`src/rtl/cpu_clk_pkg.sv`:
```
// cpu_clk_pkg: shared encodings and widths for the CPU clock-enable controller.
// State encoding is visible on the state output port.
package cpu_clk_pkg;

  localparam int STATE_W = 2;
  localparam int CNT_W   = 32;

  typedef enum logic [STATE_W-1:0] {
    ST_PAUSE  = 2'd0,
    ST_RUN    = 2'd1,
    ST_HALTED = 2'd2
  } state_e;

endpackage

```
`src/rtl/cpu_clk_ctrl_tick_gen.sv`:
```
// tick_gen: periodic tick at DIV_SLOW or DIV_FAST clk cycles while enabled.
// Counter holds at 0 when disabled and restarts when speed_sel changes.
module tick_gen #(
  parameter int DIV_SLOW = 300_000,
  parameter int DIV_FAST = 3_000
) (
  input  logic clk,
  input  logic rst,
  input  logic en,
  input  logic speed_sel,
  output logic tick
);

  localparam int DIV_MAX = (DIV_SLOW > DIV_FAST) ? DIV_SLOW : DIV_FAST;
  localparam int CW      = $clog2(DIV_MAX);

  logic [CW-1:0] cnt_q, cnt_d;
  logic [CW-1:0] last;
  logic          spd_q, spd_d;
  logic          spd_chg;

  // Terminal count for the currently selected period
  always_comb begin
    last = speed_sel ? CW'(DIV_FAST - 1) : CW'(DIV_SLOW - 1);
  end

  assign spd_chg = (speed_sel != spd_q);
  assign tick    = en && (cnt_q == last);

  // Count while enabled; clear when idle, on speed change or after a tick
  always_comb begin
    spd_d = speed_sel;
    cnt_d = cnt_q + CW'(1);
    if (!en || spd_chg || tick) begin
      cnt_d = '0;
    end
  end

  // Counter and registered speed copy
  always_ff @(posedge clk or posedge rst) begin
    if (rst) begin
      cnt_q <= '0;
      spd_q <= 1'b0;
    end else begin
      cnt_q <= cnt_d;
      spd_q <= spd_d;
    end
  end

endmodule

```
`src/rtl/cpu_clk_ctrl.sv`:
```
// cpu_clk_ctrl: run/step/halt controller producing a one-cycle cpu_en pulse.
// Step button is synchronized, debounced and edge-detected inline.
module cpu_clk_ctrl
  import cpu_clk_pkg::*;
#(
  parameter int DIV_SLOW  = 300_000,
  parameter int DIV_FAST  = 3_000,
  parameter int DB_CYCLES = 100_000
) (
  input  logic               clk,
  input  logic               rst,
  input  logic               run_sw,
  input  logic               speed_sel,
  input  logic               step_btn,
  input  logic               halt,
  input  logic               resume,
  output logic               cpu_en,
  output logic               tick_led,
  output logic [STATE_W-1:0] state,
  output logic [CNT_W-1:0]   cycle_cnt
);

  localparam int DBW = $clog2(DB_CYCLES + 1);
  localparam logic [DBW-1:0] DB_LAST = DBW'(DB_CYCLES - 1);

  state_e           state_q, state_d;
  logic             sync1_q, sync1_d;
  logic             sync2_q, sync2_d;
  logic             db_q, db_d;
  logic             db_dly_q, db_dly_d;
  logic [DBW-1:0]   db_cnt_q, db_cnt_d;
  logic             step_q, step_d;
  logic             cpu_en_q, cpu_en_d;
  logic             led_q, led_d;
  logic [CNT_W-1:0] cnt_q, cnt_d;
  logic             tick;

  tick_gen #(
    .DIV_SLOW (DIV_SLOW),
    .DIV_FAST (DIV_FAST)
  ) u_tick (
    .clk       (clk),
    .rst       (rst),
    .en        (state_q == ST_RUN),
    .speed_sel (speed_sel),
    .tick      (tick)
  );

  // Synchronize, debounce and detect the rising edge of the step button
  always_comb begin
    sync1_d  = step_btn;
    sync2_d  = sync1_q;
    db_d     = db_q;
    db_cnt_d = '0;
    if (sync2_q != db_q) begin
      if (db_cnt_q == DB_LAST) begin
        db_d = sync2_q;
      end else begin
        db_cnt_d = db_cnt_q + DBW'(1);
      end
    end
    db_dly_d = db_q;
    step_d   = db_q & ~db_dly_q;
  end

  // Next state in priority order; unreachable encodings fall back to PAUSE
  always_comb begin
    state_d = state_q;
    case (state_q)
      ST_PAUSE: begin
        if (halt)        state_d = ST_HALTED;
        else if (run_sw) state_d = ST_RUN;
      end
      ST_RUN: begin
        if (halt)         state_d = ST_HALTED;
        else if (!run_sw) state_d = ST_PAUSE;
      end
      ST_HALTED: begin
        if (resume && !halt) state_d = ST_PAUSE;
      end
      default: state_d = ST_PAUSE;
    endcase
  end

  // Enable pulse, pulse counter and LED toggle
  always_comb begin
    cpu_en_d = !halt &&
               ((state_q == ST_RUN && run_sw && tick) ||
                (state_q == ST_PAUSE && step_q));
    cnt_d    = cnt_q;
    led_d    = led_q;
    if (cpu_en_q) begin
      cnt_d = cnt_q + CNT_W'(1);
      led_d = ~led_q;
    end
  end

  // All state registers, cleared asynchronously
  always_ff @(posedge clk or posedge rst) begin
    if (rst) begin
      state_q  <= ST_PAUSE;
      sync1_q  <= 1'b0;
      sync2_q  <= 1'b0;
      db_q     <= 1'b0;
      db_dly_q <= 1'b0;
      db_cnt_q <= '0;
      step_q   <= 1'b0;
      cpu_en_q <= 1'b0;
      led_q    <= 1'b0;
      cnt_q    <= '0;
    end else begin
      state_q  <= state_d;
      sync1_q  <= sync1_d;
      sync2_q  <= sync2_d;
      db_q     <= db_d;
      db_dly_q <= db_dly_d;
      db_cnt_q <= db_cnt_d;
      step_q   <= step_d;
      cpu_en_q <= cpu_en_d;
      led_q    <= led_d;
      cnt_q    <= cnt_d;
    end
  end

  assign cpu_en    = cpu_en_q;
  assign tick_led  = led_q;
  assign state     = state_q;
  assign cycle_cnt = cnt_q;

endmodule

```
`config.mk`:
```
export PLATFORM = sky130hd
export DESIGN_NAME = cpu_clk_ctrl
export DESIGN_NICKNAME = d
export VERILOG_FILES = /design/src/rtl/cpu_clk_pkg.sv /design/src/rtl/cpu_clk_ctrl_tick_gen.sv /design/src/rtl/cpu_clk_ctrl.sv
export SDC_FILE = /design/constraint.sdc
export NUM_CORES = 1
export LEC_CHECK = 0
export ABC_CLOCK_PERIOD_IN_PS = 2100
export CORE_MARGIN = 3
export CORE_UTILIZATION = 52
export CTS_BUF_LIST = sky130_fd_sc_hd__clkbuf_8
export DETAILED_ROUTE_END_ITERATION = 8
export HOLD_SLACK_MARGIN = 0.05
export PLACE_DENSITY = 0.78
export SLEW_MARGIN = 10
export SYNTH_ARGS = -nofsm -noshare
export SYNTH_HDL_FRONTEND = slang
export SYNTH_HIERARCHICAL = 1
export SYNTH_SLANG_ARGS = --single-unit
export TNS_END_PERCENT = 1
```
`constraint.sdc`:
```
create_clock -name clk -period 2.1 [get_ports clk]
set_input_delay 0.63 -clock clk [delete_from_list [all_inputs] [get_ports clk]]
set_output_delay 0.63 -clock clk [all_outputs]
set_load 0.01 [all_outputs]
```
# Word level (Yosys, flattened, before mapping)
# Cells that the tools add are included.
# word_totals
output_inout_bits,36
register_bits,78
input_bits,7
# classes
eq_ne,9
n_bitwise,3
n_mux,10
n_addsub,3
n_reduce_logical,14
# op_table
operator,n
$mux 19,2
$mux 17,2
$add 32x1->32 const B,1
$add 19x1->19 const B,1
$eq 19x19->1,1
$add 17x1->17 const B,1
$eq 17x17->1 const B,1
$mux 2,5
$logic_and 1x1->1,6
$ne 3x3->1 const B,2
$pmux 2 s3,1
$logic_or 1x1->1,3
$reduce_and 3->1,1
$eq 2x1->1 const B,1
$eq 2x2->1 const B,1
$logic_not 1->1,2
$logic_not 2->1,1
$ne 1x1->1,2
$ne 2x2->1 const B,1
$not 1->1,2
$reduce_and 2->1,1
$and 1x1->1,1

# Logic depth before layout (Yosys ltp)
# Gate-level depths: netlist (run 1).
# logic_depth
depth_word,6
mapped_depth,6
mapped_depth_nobuf,5

# By module
# Netlist (run 1), hierarchy kept.
# by_module_without_submodules
module,n_inst,seq_area_each_um2,area_per_inst_um2,cells_each
cpu_clk_ctrl,1,1451.4,2670.1,242
tick_gen,1,500.5,1084.8,107

# Least setup slack after synthesis (run 1)
# OpenSTA, ideal clock, no wires.
# synth_timing
path_type,input to register
from,input port speed_sel
to,"register cpu_en_q, in the netlist cpu_en"
t_required_ps,2014
setup_time_ps,86
cell_stages,6
path_slack_ps,11
arrival_time_ps,2003
path_cell_list,and4bb_2 -> nand4_1 -> a2111oi_4 -> buf_6 -> a31oi_1 -> nor3_1
# synth_between
elab_chain_len,6
# synth_lines
element,line_no,rtl
"start, declared",cpu_clk_ctrl.sv:13,"input logic speed_sel,"
$mux 19,cpu_clk_ctrl_tick_gen.sv:24,last = speed_sel ? CW'(DIV_FAST - 1) : CW'(DIV_SLOW - 1);
$eq 19x19->1,cpu_clk_ctrl_tick_gen.sv:28,assign tick = en && (cnt_q == last);
$logic_and 1x1->1,cpu_clk_ctrl_tick_gen.sv:28,
named net tick,cpu_clk_ctrl.sv:36,logic tick;
$logic_and 1x1->1,cpu_clk_ctrl.sv:88,((state_q == ST_RUN && run_sw && tick) ||
$logic_or 1x1->1,cpu_clk_ctrl.sv:88,
$logic_and 1x1->1,cpu_clk_ctrl.sv:87,cpu_en_d = !halt &&
named net cpu_en_d,cpu_clk_ctrl.sv:33,"logic cpu_en_q, cpu_en_d;"
"end signal, assigned",cpu_clk_ctrl.sv:119,cpu_en_q <= cpu_en_d;
"end, declared",cpu_clk_ctrl.sv:33,
# The timed path passes the listed nets, and every way through them passes these cells.
# A chain may end at the register's enable or synchronous reset.

# Worst setup path after layout (run 1)
# layout_timing
from,"register cnt_q[3], in the netlist cycle_cnt[3]"
to,output port cycle_cnt[3]
# layout_lines
element,line_no,rtl
"start, declared",cpu_clk_ctrl.sv:35,"logic [CNT_W-1:0] cnt_q, cnt_d;"
"start signal, assigned",cpu_clk_ctrl.sv:121,cnt_q <= cnt_d;
"end, declared",cpu_clk_ctrl.sv:20,output logic [CNT_W-1:0] cycle_cnt
# No word-level cell between the ends.

==> key figures, run 1 <==
Worst setup path
  – Cell family with most CP delay: buffers and inverters
  – Startpoint Class: flip-flop
  – Critical Path Sink: cycle_cnt[3]
  – Worst path bufs/invs: 1
  – Worst reg2reg path depth: 5
  – CP startpoint: cycle_cnt[3]$_DFFE_PP0P_
  – Critical R2R Capture: cpu_en$_DFF_PP0_
  – Slowest-stage cell, CP: clkdlybuf4s50_1
  – Worst EP required: 1.47 ns
  – CP max FO: 6
  – CP max stage delay: 0.58 ns
  – Instance count on the critical path: 1
  – Crit Path Class: reg2out
  – R2R setup slack: 0.25 ns
  – CP arrival: 1.38 ns
  – R2R Path Start: u_tick/cnt_q[10]$_DFF_PP0_
  – Crit. End Element: primary output
  – Worst path cell trace: clkdlybuf4s50_1

Synthesis
  – Syn Area/Cell: 10.8 um^2
  – Yosys warns: 6
  – EDFF count, synth: 0
  – Register area share after synthesis: 0.520
  – Post-Syn Area: 3750 um^2
  – Ys async rst share: 1.00
  – Distinct cell type count after synthesis: 43
  – Synthesized flop and latch total: 78
  – Synthesized Nets: 359
  – Ys flop type: dfrtp_1
  – Gate count of the mapped netlist: 349

Detailed routing
  – DRT Wirelength: 7830 um
  – First-pass DRT Iterations: 4
  – Initial drt markers: 198
  – Routed Antenna Nets: 0
  – # DRC: 0
  – Vias per Instance: 5.59
  – WL/cell: 15.5 um
  – Total vias in the final route: 2821

Job
  – Max-cap check violation count: 0

Power and ir drop
  – Clk pwr share: 0.445
  – Psw: 0.582 mW
  – Leak: 1.88 nW
  – Cell Pwr Density: 631 nW/um^2
  – Switching Fraction: 0.201
  – Internal: 2.32 mW
  – VDD IR max: 0.444 mV
  – Flop pwr share: 0.524
  – Power share of the combinational group: 0.030

Die
  – Core area: 6910 um^2
  – Starting Density: 0.544
  – # IOs: 43
  – Die Y: 91.0 um
  – Row cnt: 30
  – Die area: 8280 um^2
  – Die X: 91.0 um

Final layout
  – # fillers: 576
  – Layout cells sized above 1: 0.110
  – Finished layout cell area: 4590 um^2
  – Commonest non-fill, non-tap cell in the layout: dfrtp_1
  – Fin nets: 416
  – Diode count: 0
  – Synth-to-layout area growth: 22.3%
  – Commonest non-fill, non-tap cells in the layout: 76 x dfrtp_1, 44 x xnor2_1, 41 x clkdlybuf4s50_1
  – Final Util: 0.665

Global routing
  – Initial antenna violation count: 0
  – Total GRT Usage: 0.201
  – Gr ovfl total: 0
  – Global-route wire length before repair: 13400 um
  – Vias in the first global route: 2747
  – Pin count of the biggest net entering global routing: 49

Clock network
  – H-tree depth: 3
  – Clk Latency, worst-skew pair: 0.35 ns
  – Clock sinks: 78
  – TritonCTS clock tree: done
  – Root buffer cell: clkbuf_8
  – CTS Buf Count: 9
  – Reg clk slew, reported paths: 0.07 ns
  – Clk buf depth: 2

STA
  – Worst Tran Pin Value: 0.460 ns
  – Final Hold Viols: 0
  – Final hold slack: 0.358 ns
  – Skew final: 0.00819 ns
  – Rel. slew slack: 0.693
  – Fin crit period: 2.01 ns
  – Final setup viols: 0
  – Fmax: 0.497 GHz
  – Period utilization: 0.958
  – Slew Viols, Final: 0
  – Setup ws final: 0.0881 ns
  – Unrepaired setup endpoints after global routing: no

Place
  – GP Congestion: 0.851
  – DP Area: 4330 um^2
  – Setup WS pre-CTS: -0.350 ns
  – DP Wirelength: 5560 um
  – I/O Buffers: 42

Status
  – Status: complete, no violations

Hold path
  – Hold Path Origin: sync1_q$_DFF_PP0_
  – Worst hold path stage count: 0
  – HP Class: reg2reg
==> cell usage after synthesis (2+ instances only) <==
master,count,area [um^2]
ha_1,3,37.5
nor3_1,32,160
clkbuf_1,3,11.3
buf_4,2,15.0
inv_1,9,33.8
nor4_1,8,50.1
and4_1,8,70.1
nand4_2,2,25.0
dfrtp_1,78,1950
nand2_1,21,78.8
nor3_2,2,20.0
a21oi_1,4,20.0
mux2i_1,2,20.0
mux2_2,2,22.5
and2_1,3,18.8
xnor2_1,44,385
nand3_1,20,100
buf_2,3,15.0
or4b_1,2,20.0
nor2b_1,4,25.0
xor2_1,18,158
and3_1,5,31.3
nor3b_1,4,30.0
nor2_1,25,93.8
buf_6,2,22.5
nand4_1,25,156
nor4b_1,2,17.5
==> sequential cells by signal, indices dropped and copies added, names as in the netlist, 2 cells and up <==
signal and count:
cycle_cnt 32, db_cnt_q 17, state 2, u_tick/cnt_q 19
==> cell type report <==
class	instances	area [um^2]	share of cell area
clock buffers	9	124	0.0270
clock inverters	5	101	0.0221
inverters	10	37.5	0.00818
multi-input cells	251	1710	0.372
flip-flops and latches	78	1950	0.426
well taps	96	120	0.0262
repair buffers	56	546	0.119
==> worst min path at each step <==
stage / endpoint / slack [ns]
3_3_place_gp: sync2_q$_DFF_PP0_ / 0.34
2_1_floorplan: sync2_q$_DFF_PP0_ / 0.33
4_1_cts: sync2_q$_DFF_PP0_ / 0.35
5_1_grt: sync2_q$_DFF_PP0_ / 0.36
3_5_place_dp: sync2_q$_DFF_PP0_ / 0.34
6_report: sync2_q$_DFF_PP0_ / 0.36
==> metrics by stage <==
| step | total power, mW | setup TNS (ns) | std cells |
|---|---|---|---|
| after detailed placement | 1.64 | -6.05 | 489 |
| after global placement | 1.64 | -5.48 | 489 |
| after CTS | 2.93 | 0 | 503 |
| after global routing | 3.00 | 0 | 505 |
| final | 2.90 | 0 | 505 |
| after floorplan | 1.60 | 0 | 349 |
==> power groups by stage <==
stage	Clock, mW	Combinational, mW	Sequential (mW)
after global placement	0	0.0892	1.55
final	1.29	0.0879	1.52
after global routing	1.38	0.101	1.52
after CTS	1.31	0.0917	1.52
after detailed placement	0	0.0912	1.55
after floorplan	0	0.0451	1.55
==> logic make-up after synthesis <==
kind of cell | Yosys count | synth area share
simple gates | 171 | 0.261
fa+ha+maj | 3 | 0.0100
mux | 4 | 0.0113
compound gates | 11 | 0.0263
flops | 78 | 0.520
xor+xnor | 62 | 0.145
buf+inv | 20 | 0.0270
==> routing by layer <==
layer / wire, um / global-route usage
met5: 0 / 0
met4: 140 / 0.0628
met3: 287 / 0.0522
met2: 3860 / 0.320
met1: 3540 / 0.271
==> timing repair <==
item | in CTS | in global routing
hold buffers | 0 | 0
setup buffers | 0 | 1
gates resized for setup | 0 | 6
setup endpoints to repair | 0 | 21
Note: power is estimated with default switching activity, not from simulation.
==> inputs of run 2 (changes only) <==
--- a/config.mk
+++ b/config.mk
@@ -6,12 +6,14 @@
 export NUM_CORES = 1
 export LEC_CHECK = 0
 export ABC_CLOCK_PERIOD_IN_PS = 2100
+export CELL_PAD_IN_SITES_DETAIL_PLACEMENT = 2
+export CELL_PAD_IN_SITES_GLOBAL_PLACEMENT = 2
 export CORE_MARGIN = 3
-export CORE_UTILIZATION = 52
+export CORE_UTILIZATION = 34
 export CTS_BUF_LIST = sky130_fd_sc_hd__clkbuf_8
 export DETAILED_ROUTE_END_ITERATION = 8
 export HOLD_SLACK_MARGIN = 0.05
-export PLACE_DENSITY = 0.78
+export PLACE_DENSITY_LB_ADDON = 0.1
 export SLEW_MARGIN = 10
 export SYNTH_ARGS = -nofsm -noshare
 export SYNTH_HDL_FRONTEND = slang
==> key figures, run 2 (synthesis gave the netlist of run 1 again) <==
Status
  – Status: complete, no violations

Detailed routing
  – Routed Antenna Nets: 0 (unchanged)
  – # DRC: 0 (unchanged)
  – Total vias in the final route: 2892 (+2.5%)
  – Vias per Instance: 5.28 (-5.5%)
  – Initial drt markers: 87 (-56%)
  – WL/cell: 18.6 um (+20%)
  – DRT Wirelength: 10200 um (+30%)
  – First-pass DRT Iterations: 4 (unchanged)

Die
  – Row cnt: 37 (+23%)
  – Die Y: 111 um (+22%)
  – # IOs: 43 (unchanged)
  – Die X: 111 um (+22%)
  – Die area: 12300 um^2 (+49%)
  – Core area: 10500 um^2 (+52%)
  – Starting Density: 0.357 (-0.186)

Global routing
  – GRT met2 Usage: 0.296 (-0.0239)
  – Initial antenna violation count: 0 (unchanged)
  – GR Layer Usage met3: 0.0306 (-0.0216)
  – Grt met1 use: 0.230 (-0.0408)
  – Pin count of the biggest net entering global routing: 34 (-31%)
  – Vias in the first global route: 3254 (+18%)
  – Global-route wire length before repair: 17600 um (+32%)
  – Total GRT Usage: 0.176 (-0.0252)
  – Most Used Layer, Global Route: met2
  – Gr ovfl total: 0 (unchanged)

Final layout
  – Max FFs per register: 32 (unchanged)
  – Layout cells sized above 1: 0.121 (+0.0113)
  – Synth-to-layout area growth: 24.9%
  – Commonest non-fill, non-tap cell in the layout: dfrtp_1
  – Diode count: 0 (unchanged)
  – Fin nets: 418 (+0.48%)
  – Non-Filler Instances: 548 (+8.5%)
  – Commonest non-fill, non-tap cells in the layout: 75 x dfrtp_1, 44 x xnor2_1, 41 x clkdlybuf4s50_1

Clock network
  – TritonCTS clock tree: done
  – CTS Buf Count: 9 (unchanged)
  – Clk buf depth: 2 (unchanged)
  – Root buffer cell: clkbuf_8
  – Hold_buf cts: 0 (unchanged)
  – Clock sinks: 78 (unchanged)
  – Reg clk slew, reported paths: 0.08 ns (about the same)
  – H-tree depth: 3 (unchanged)
  – Clk Latency, worst-skew pair: 0.36 ns (about the same)

Job
  – Max-cap check violation count: 0 (unchanged)

Power and ir drop
  – Cell Pwr Density: 653 nW/um^2 (+3.4%)
  – Final Power: 3.06 mW (+5.7%)
  – Leak: 1.90 nW (+1.1%)
  – VDD IR max: 0.309 mV (-30%)

STA
  – Worst Tran Pin Value: 0.487 ns (+0.0272 ns)
  – Fin crit period: 2.04 ns (+0.0238 ns)
  – Period utilization: 0.969 (+0.0113)
  – Final hold slack: 0.400 ns (+0.0425 ns)
  – Final Hold Viols: 0 (unchanged)
  – Final setup viols: 0 (unchanged)
  – Unrepaired setup endpoints after global routing: no
  – Slew Viols, Final: 0 (unchanged)
  – Rel. slew slack: 0.675 (-0.0181)
  – Fmax: 0.491 GHz (-1.2%)
  – Setup tns final: 0 ns (unchanged)
  – Skew final: 0.0176 ns (+0.00941 ns)

Worst setup path
  – Crit. End Element: primary output
  – Worst reg2reg path depth: 5 (unchanged)
  – Worst path bufs/invs: 1 (unchanged)
  – Crit Path Class: reg2out
  – Worst path cell trace: clkdlybuf4s50_1
  – Startpoint Class: flip-flop
  – R2R setup slack: 0.19 ns (-0.06 ns)
  – R2R Path Start: u_tick/cnt_q[5]$_DFF_PP0_
  – Slowest-stage cell, CP: clkdlybuf4s50_1
  – Worst EP required: 1.47 ns (about the same)
  – Critical R2R Capture: u_tick/cnt_q[3]$_DFF_PP0_
  – Cell family with most CP delay: buffers and inverters
  – CP max stage delay: 0.57 ns (about the same)
  – CP arrival: 1.41 ns (+0.03 ns)
  – CP max FO: 9 (+3)

Place
  – I/O Buffers: 42 (unchanged)
  – GP Congestion: 0.772 (-9.3%)
  – Dpl cells: 533 (+9.0%)
  – DP Wirelength: 7020 um (+26%)

Hold path
  – HP Class: reg2reg
  – Hold Path Origin: sync1_q$_DFF_PP0_
  – Worst hold path stage count: 0 (unchanged)
  – Hold Path Sink: sync2_q$_DFF_PP0_
run 2: worst max-delay path by stage:
stage | startpoint | end | slack (ns) | depth (start not counted)
2_1_floorplan | speed_sel | cpu_en$_DFF_PP0_ | 0.01 | 6
3_3_place_gp | speed_sel | u_tick/cnt_q[9]$_DFF_PP0_ | -0.31 | 6
3_5_place_dp | speed_sel | u_tick/cnt_q[15]$_DFF_PP0_ | -0.39 | 6
4_1_cts | cycle_cnt[22]$_DFFE_PP0P_ | cycle_cnt[22] | 0.02 | 1
5_1_grt | cpu_en$_DFF_PP0_ | cpu_en | 0.0008 | 1
6_report | cpu_en$_DFF_PP0_ | cpu_en | 0.06 | 1
run 2: repair_timing:
item,CTS,global route
endpoints found under the setup margin,21,1
pin swaps,1,0
setup buffers,0,0
gates resized for setup,6,1
run 2: power breakdown:
part / total, mW / switching [mW] / leakage [nW] / internal [mW]
registers: 1.52 / 0.00891 / 1.07 / 1.51
clock network: 1.45 / 0.569 / 0.129 / 0.882
logic: 0.0914 / 0.0566 / 0.698 / 0.0348
run 2: cell type report:
class	count	area, um^2
clock buffer	12	165
clock inverter	3	90.1
fill	1098	5820
inverter	10	37.5
multi-input combinational	251	1720
sequential	78	1960
tap	136	170
timing repair buffer	58	556
run 2: metal layers:
metal | vias to the layer above | part of all wire | wire (um)
met5 | - | 0 | 0
met4 | 0 | 0.016 | 163
met3 | 13 | 0.021 | 218
met2 | 28 | 0.50 | 5060
met1 | 1495 | 0.47 | 4740
li1 | 1356 | - | -
run 2: per-stage QoR:
| stage | utilization | cell area (um^2) | setup slack (ns) |
|---|---|---|---|
| final | 0.446 | 4690 | 0.0643 |
| after floorplan | - | 3750 | 0.0111 |
| after detailed placement | 0.420 | 4410 | -0.389 |
| after global routing | 0.446 | 4690 | 0.000781 |
| after CTS | 0.446 | 4690 | 0.0156 |
| after global placement | 0.420 | 4410 | -0.312 |
==> inputs of run 3 (changes only) <==
--- a/config.mk
+++ b/config.mk
@@ -9,14 +9,13 @@
 export CELL_PAD_IN_SITES_DETAIL_PLACEMENT = 2
 export CELL_PAD_IN_SITES_GLOBAL_PLACEMENT = 2
 export CORE_MARGIN = 3
-export CORE_UTILIZATION = 34
+export CORE_UTILIZATION = 35
 export CTS_BUF_LIST = sky130_fd_sc_hd__clkbuf_8
 export DETAILED_ROUTE_END_ITERATION = 8
-export HOLD_SLACK_MARGIN = 0.05
+export HOLD_SLACK_MARGIN = 0.02
 export PLACE_DENSITY_LB_ADDON = 0.1
 export SLEW_MARGIN = 10
 export SYNTH_ARGS = -nofsm -noshare
 export SYNTH_HDL_FRONTEND = slang
-export SYNTH_HIERARCHICAL = 1
 export SYNTH_SLANG_ARGS = --single-unit
 export TNS_END_PERCENT = 1
==> key figures, run 3 <==
Status
  – Status: complete, no violations

Global routing
  – Gr ovfl total: 0 (unchanged)
  – Pin count of the biggest net entering global routing: 25 (-26%)
  – Total GRT Usage: 0.170 (-0.00548)
  – Vias in the first global route: 2976 (-8.5%)
  – Initial antenna violation count: 0 (unchanged)
  – Global-route wire length before repair: 15300 um (-13%)

STA
  – Final setup viols: 0 (unchanged)
  – Worst Tran Pin Value: 0.573 ns (+0.0856 ns)
  – Unrepaired setup endpoints after global routing: no
  – Fmax: 0.495 GHz (+0.76%)
  – Period utilization: 0.962 (-0.00728)
  – Final Hold Viols: 0 (unchanged)
  – Fin crit period: 2.02 ns (-0.0153 ns)
  – Setup ws final: 0.0796 ns (+0.0153 ns)
  – Slew Viols, Final: 0 (unchanged)
  – Rel. slew slack: 0.615 (-0.0600)
  – Skew final: 0.00708 ns (-0.0105 ns)

Final layout
  – Layout cells sized above 1: 0.188 (+0.0666)
  – Non-Filler Instances: 532 (-2.9%)
  – Diode count: 0 (unchanged)
  – Commonest non-fill, non-tap cells in the layout: 74 x dfrtp_1, 38 x clkdlybuf4s50_1, 36 x nor2_1
  – Max FFs per register: 32 (unchanged)
  – Fin nets: 404 (-3.3%)
  – Commonest non-fill, non-tap cell in the layout: dfrtp_1
  – Synth-to-layout area growth: 27.9%
  – Final Util: 0.470 (+0.0232)

Clock network
  – CTS Buf Count: 9 (unchanged)
  – Reg clk slew, reported paths: 0.08 ns (about the same)
  – Clock sinks: 78 (unchanged)
  – Setup bufs post-CTS: 0 (unchanged)
  – Clk Latency, worst-skew pair: 0.36 ns (about the same)
  – Clk buf depth: 2 (unchanged)
  – Root buffer cell: clkbuf_8
  – TritonCTS clock tree: done
  – Hold_buf cts: 0 (unchanged)
  – H-tree depth: 3 (unchanged)

Synthesis
  – Post-Syn Area: 3650 um^2 (-2.7%)
  – Ys async rst share: 1.00 (unchanged)
  – Syn Area/Cell: 11.3 um^2 (+4.8%)
  – EDFF count, synth: 0 (unchanged)
  – Post-synth top area share: 0.534 (+0.0144)
  – Synthesized flop and latch total: 78 (unchanged)
  – Gate count of the mapped netlist: 324 (-7.2%)
  – Post-synth top cells: 78 x dfrtp_1, 37 x nor2_1, 35 x xnor2_1
  – Top post-synthesis cells by area: dfrtp_1 53%, xnor2_1 8.4%, xor2_1 6.5%
  – Ys flop type: dfrtp_1
  – Count leader, synth: dfrtp_1
  – Register area share after synthesis: 0.534 (+0.0144)
  – Distinct cell type count after synthesis: 42 (-2.3%)
  – Dominant cell type by area after synthesis: dfrtp_1
  – Yosys warns: 0 (-6)
  – Synthesized Nets: 334 (-7.0%)

Power and ir drop
  – Leak: 2.03 nW (+6.9%)
  – Cell Pwr Density: 609 nW/um^2 (-6.7%)
  – VDD IR max: 0.369 mV (+19%)

Job
  – Max-cap check violation count: 0 (unchanged)

Place
  – Setup WS pre-CTS: -0.508 ns (-0.119 ns)
  – Dpl cells: 516 (-3.2%)
  – I/O Buffers: 42 (unchanged)
  – DP Wirelength: 6400 um (-8.8%)
  – GP Congestion: 0.752 (-2.6%)

Detailed routing
  – Routed Antenna Nets: 0 (unchanged)
  – First-pass DRT Iterations: 4 (unchanged)
  – Vias per Instance: 4.90 (-7.1%)
  – WL/cell: 16.6 um (-11%)
  – DRT Wirelength: 8840 um (-13%)
  – WL met1: 3970 um (-16%)
  – Metal2 WL: 4440 um (-12%)
  – # DRC: 0 (unchanged)
  – Initial drt markers: 90 (+3.4%)
  – Top sig layer: met4
  – Metal3 WL: 291 um (+33%)
  – Total vias in the final route: 2607 (-9.9%)

Worst setup path
  – R2R Path Start: u_tick.cnt_q[0]$_DFF_PP0_
  – Slowest-stage cell, CP: clkdlybuf4s50_1
  – Startpoint Class: flip-flop
  – CP max stage delay: 0.59 ns (+0.02 ns)
  – Critical R2R Capture: u_tick.cnt_q[18]$_DFF_PP0_
  – CP arrival: 1.39 ns (-0.02 ns)
  – Crit Path Class: reg2out
  – Worst EP required: 1.47 ns (about the same)
  – Cell family with most CP delay: buffers and inverters
  – Worst reg2reg path depth: 7 (+2)
  – CP max FO: 5 (-4)
  – R2R setup slack: 0.12 ns (-0.07 ns)
  – Crit. End Element: primary output
  – Worst path cell trace: clkdlybuf4s50_1
  – Worst path bufs/invs: 1 (unchanged)

Hold path
  – Hold Path Origin: sync1_q$_DFF_PP0_
  – Worst hold path stage count: 0 (unchanged)
  – HP Class: reg2reg
  – Hold Path Sink: sync2_q$_DFF_PP0_

Die
  – Die area: 11700 um^2 (-5.2%)
  – Row cnt: 36 (-2.7%)
  – Core area: 9950 um^2 (-5.3%)
  – Die X: 108 um (-2.6%)
  – Die Y: 108 um (-2.6%)
  – # IOs: 43 (unchanged)
  – Starting Density: 0.367 (+0.00971)
[run 3: per-layer routing]
metal,up-vias,GRT usage
met2,31,0.276
met3,9,0.0424
met5,-,0
li1,1231,-
met4,0,0.0649
met1,1336,0.221
[run 3: layout make-up]
cell class | count | area, um^2
Clock buffer | 12 | 165
Clock inverter | 4 | 53.8
Fill cell | 1028 | 5280
Inverter | 6 | 26.3
Multi-Input combinational cell | 234 | 1660
Sequential cell | 78 | 1960
Tap cell | 133 | 166
Timing Repair Buffer | 65 | 649
[run 3: stage by stage]
| step | area [um^2] | total power [mW] | TNS [ns] | hold slack (ns) |
|---|---|---|---|---|
| after detailed placement | 4410 | 1.66 | -9.53 | 0.336 |
| after global placement | 4410 | 1.66 | -7.15 | 0.334 |
| final | 4670 | 2.85 | 0 | 0.353 |
| after floorplan | 3660 | 1.60 | 0 | 0.331 |
| after CTS | 4650 | 2.91 | 0 | 0.356 |
| after global routing | 4670 | 2.99 | 0 | 0.388 |
[run 3: worst max path at each step]
stage | start | to | cells after the start
final | cycle_cnt[0]$_DFFE_PP0P_ | cycle_cnt[0] | 1
after detailed placement | speed_sel | u_tick.cnt_q[4]$_DFF_PP0_ | 7
after floorplan | speed_sel | u_tick.cnt_q[10]$_DFF_PP0_ | 7
after CTS | state[1]$_DFFE_PP0P_ | state[1] | 2
after global placement | speed_sel | u_tick.cnt_q[9]$_DFF_PP0_ | 7
after global routing | u_tick.cnt_q[3]$_DFF_PP0_ | u_tick.cnt_q[17]$_DFF_PP0_ | 5
[run 3: kinds of logic (layout without fill, tap and decap cells)]
group | after synthesis | after routing | share of synthesized area
and+or+nand+nor | 158 | 158 | 0.250
AOI/OAI and AO/OA | 5 | 5 | 0.0110
buffers and inverters | 12 | 87 | 0.0216
DFF | 78 | 78 | 0.534
xor gates and xnor gates | 66 | 66 | 0.166
adders and majority gates | 3 | 3 | 0.0103
muxes | 2 | 2 | 0.00616
[run 3: power breakdown]
part           internal [mW]  switching [mW]
registers               1.51         0.00846
logic                 0.0453          0.0619
clock network          0.648           0.571
[run 3: repair_timing]
item                       in CTS  in global routing
gates resized for setup         6                  8
pin swaps                       1                  0
gates cloned                    0                  0
setup endpoints to repair      20                 23
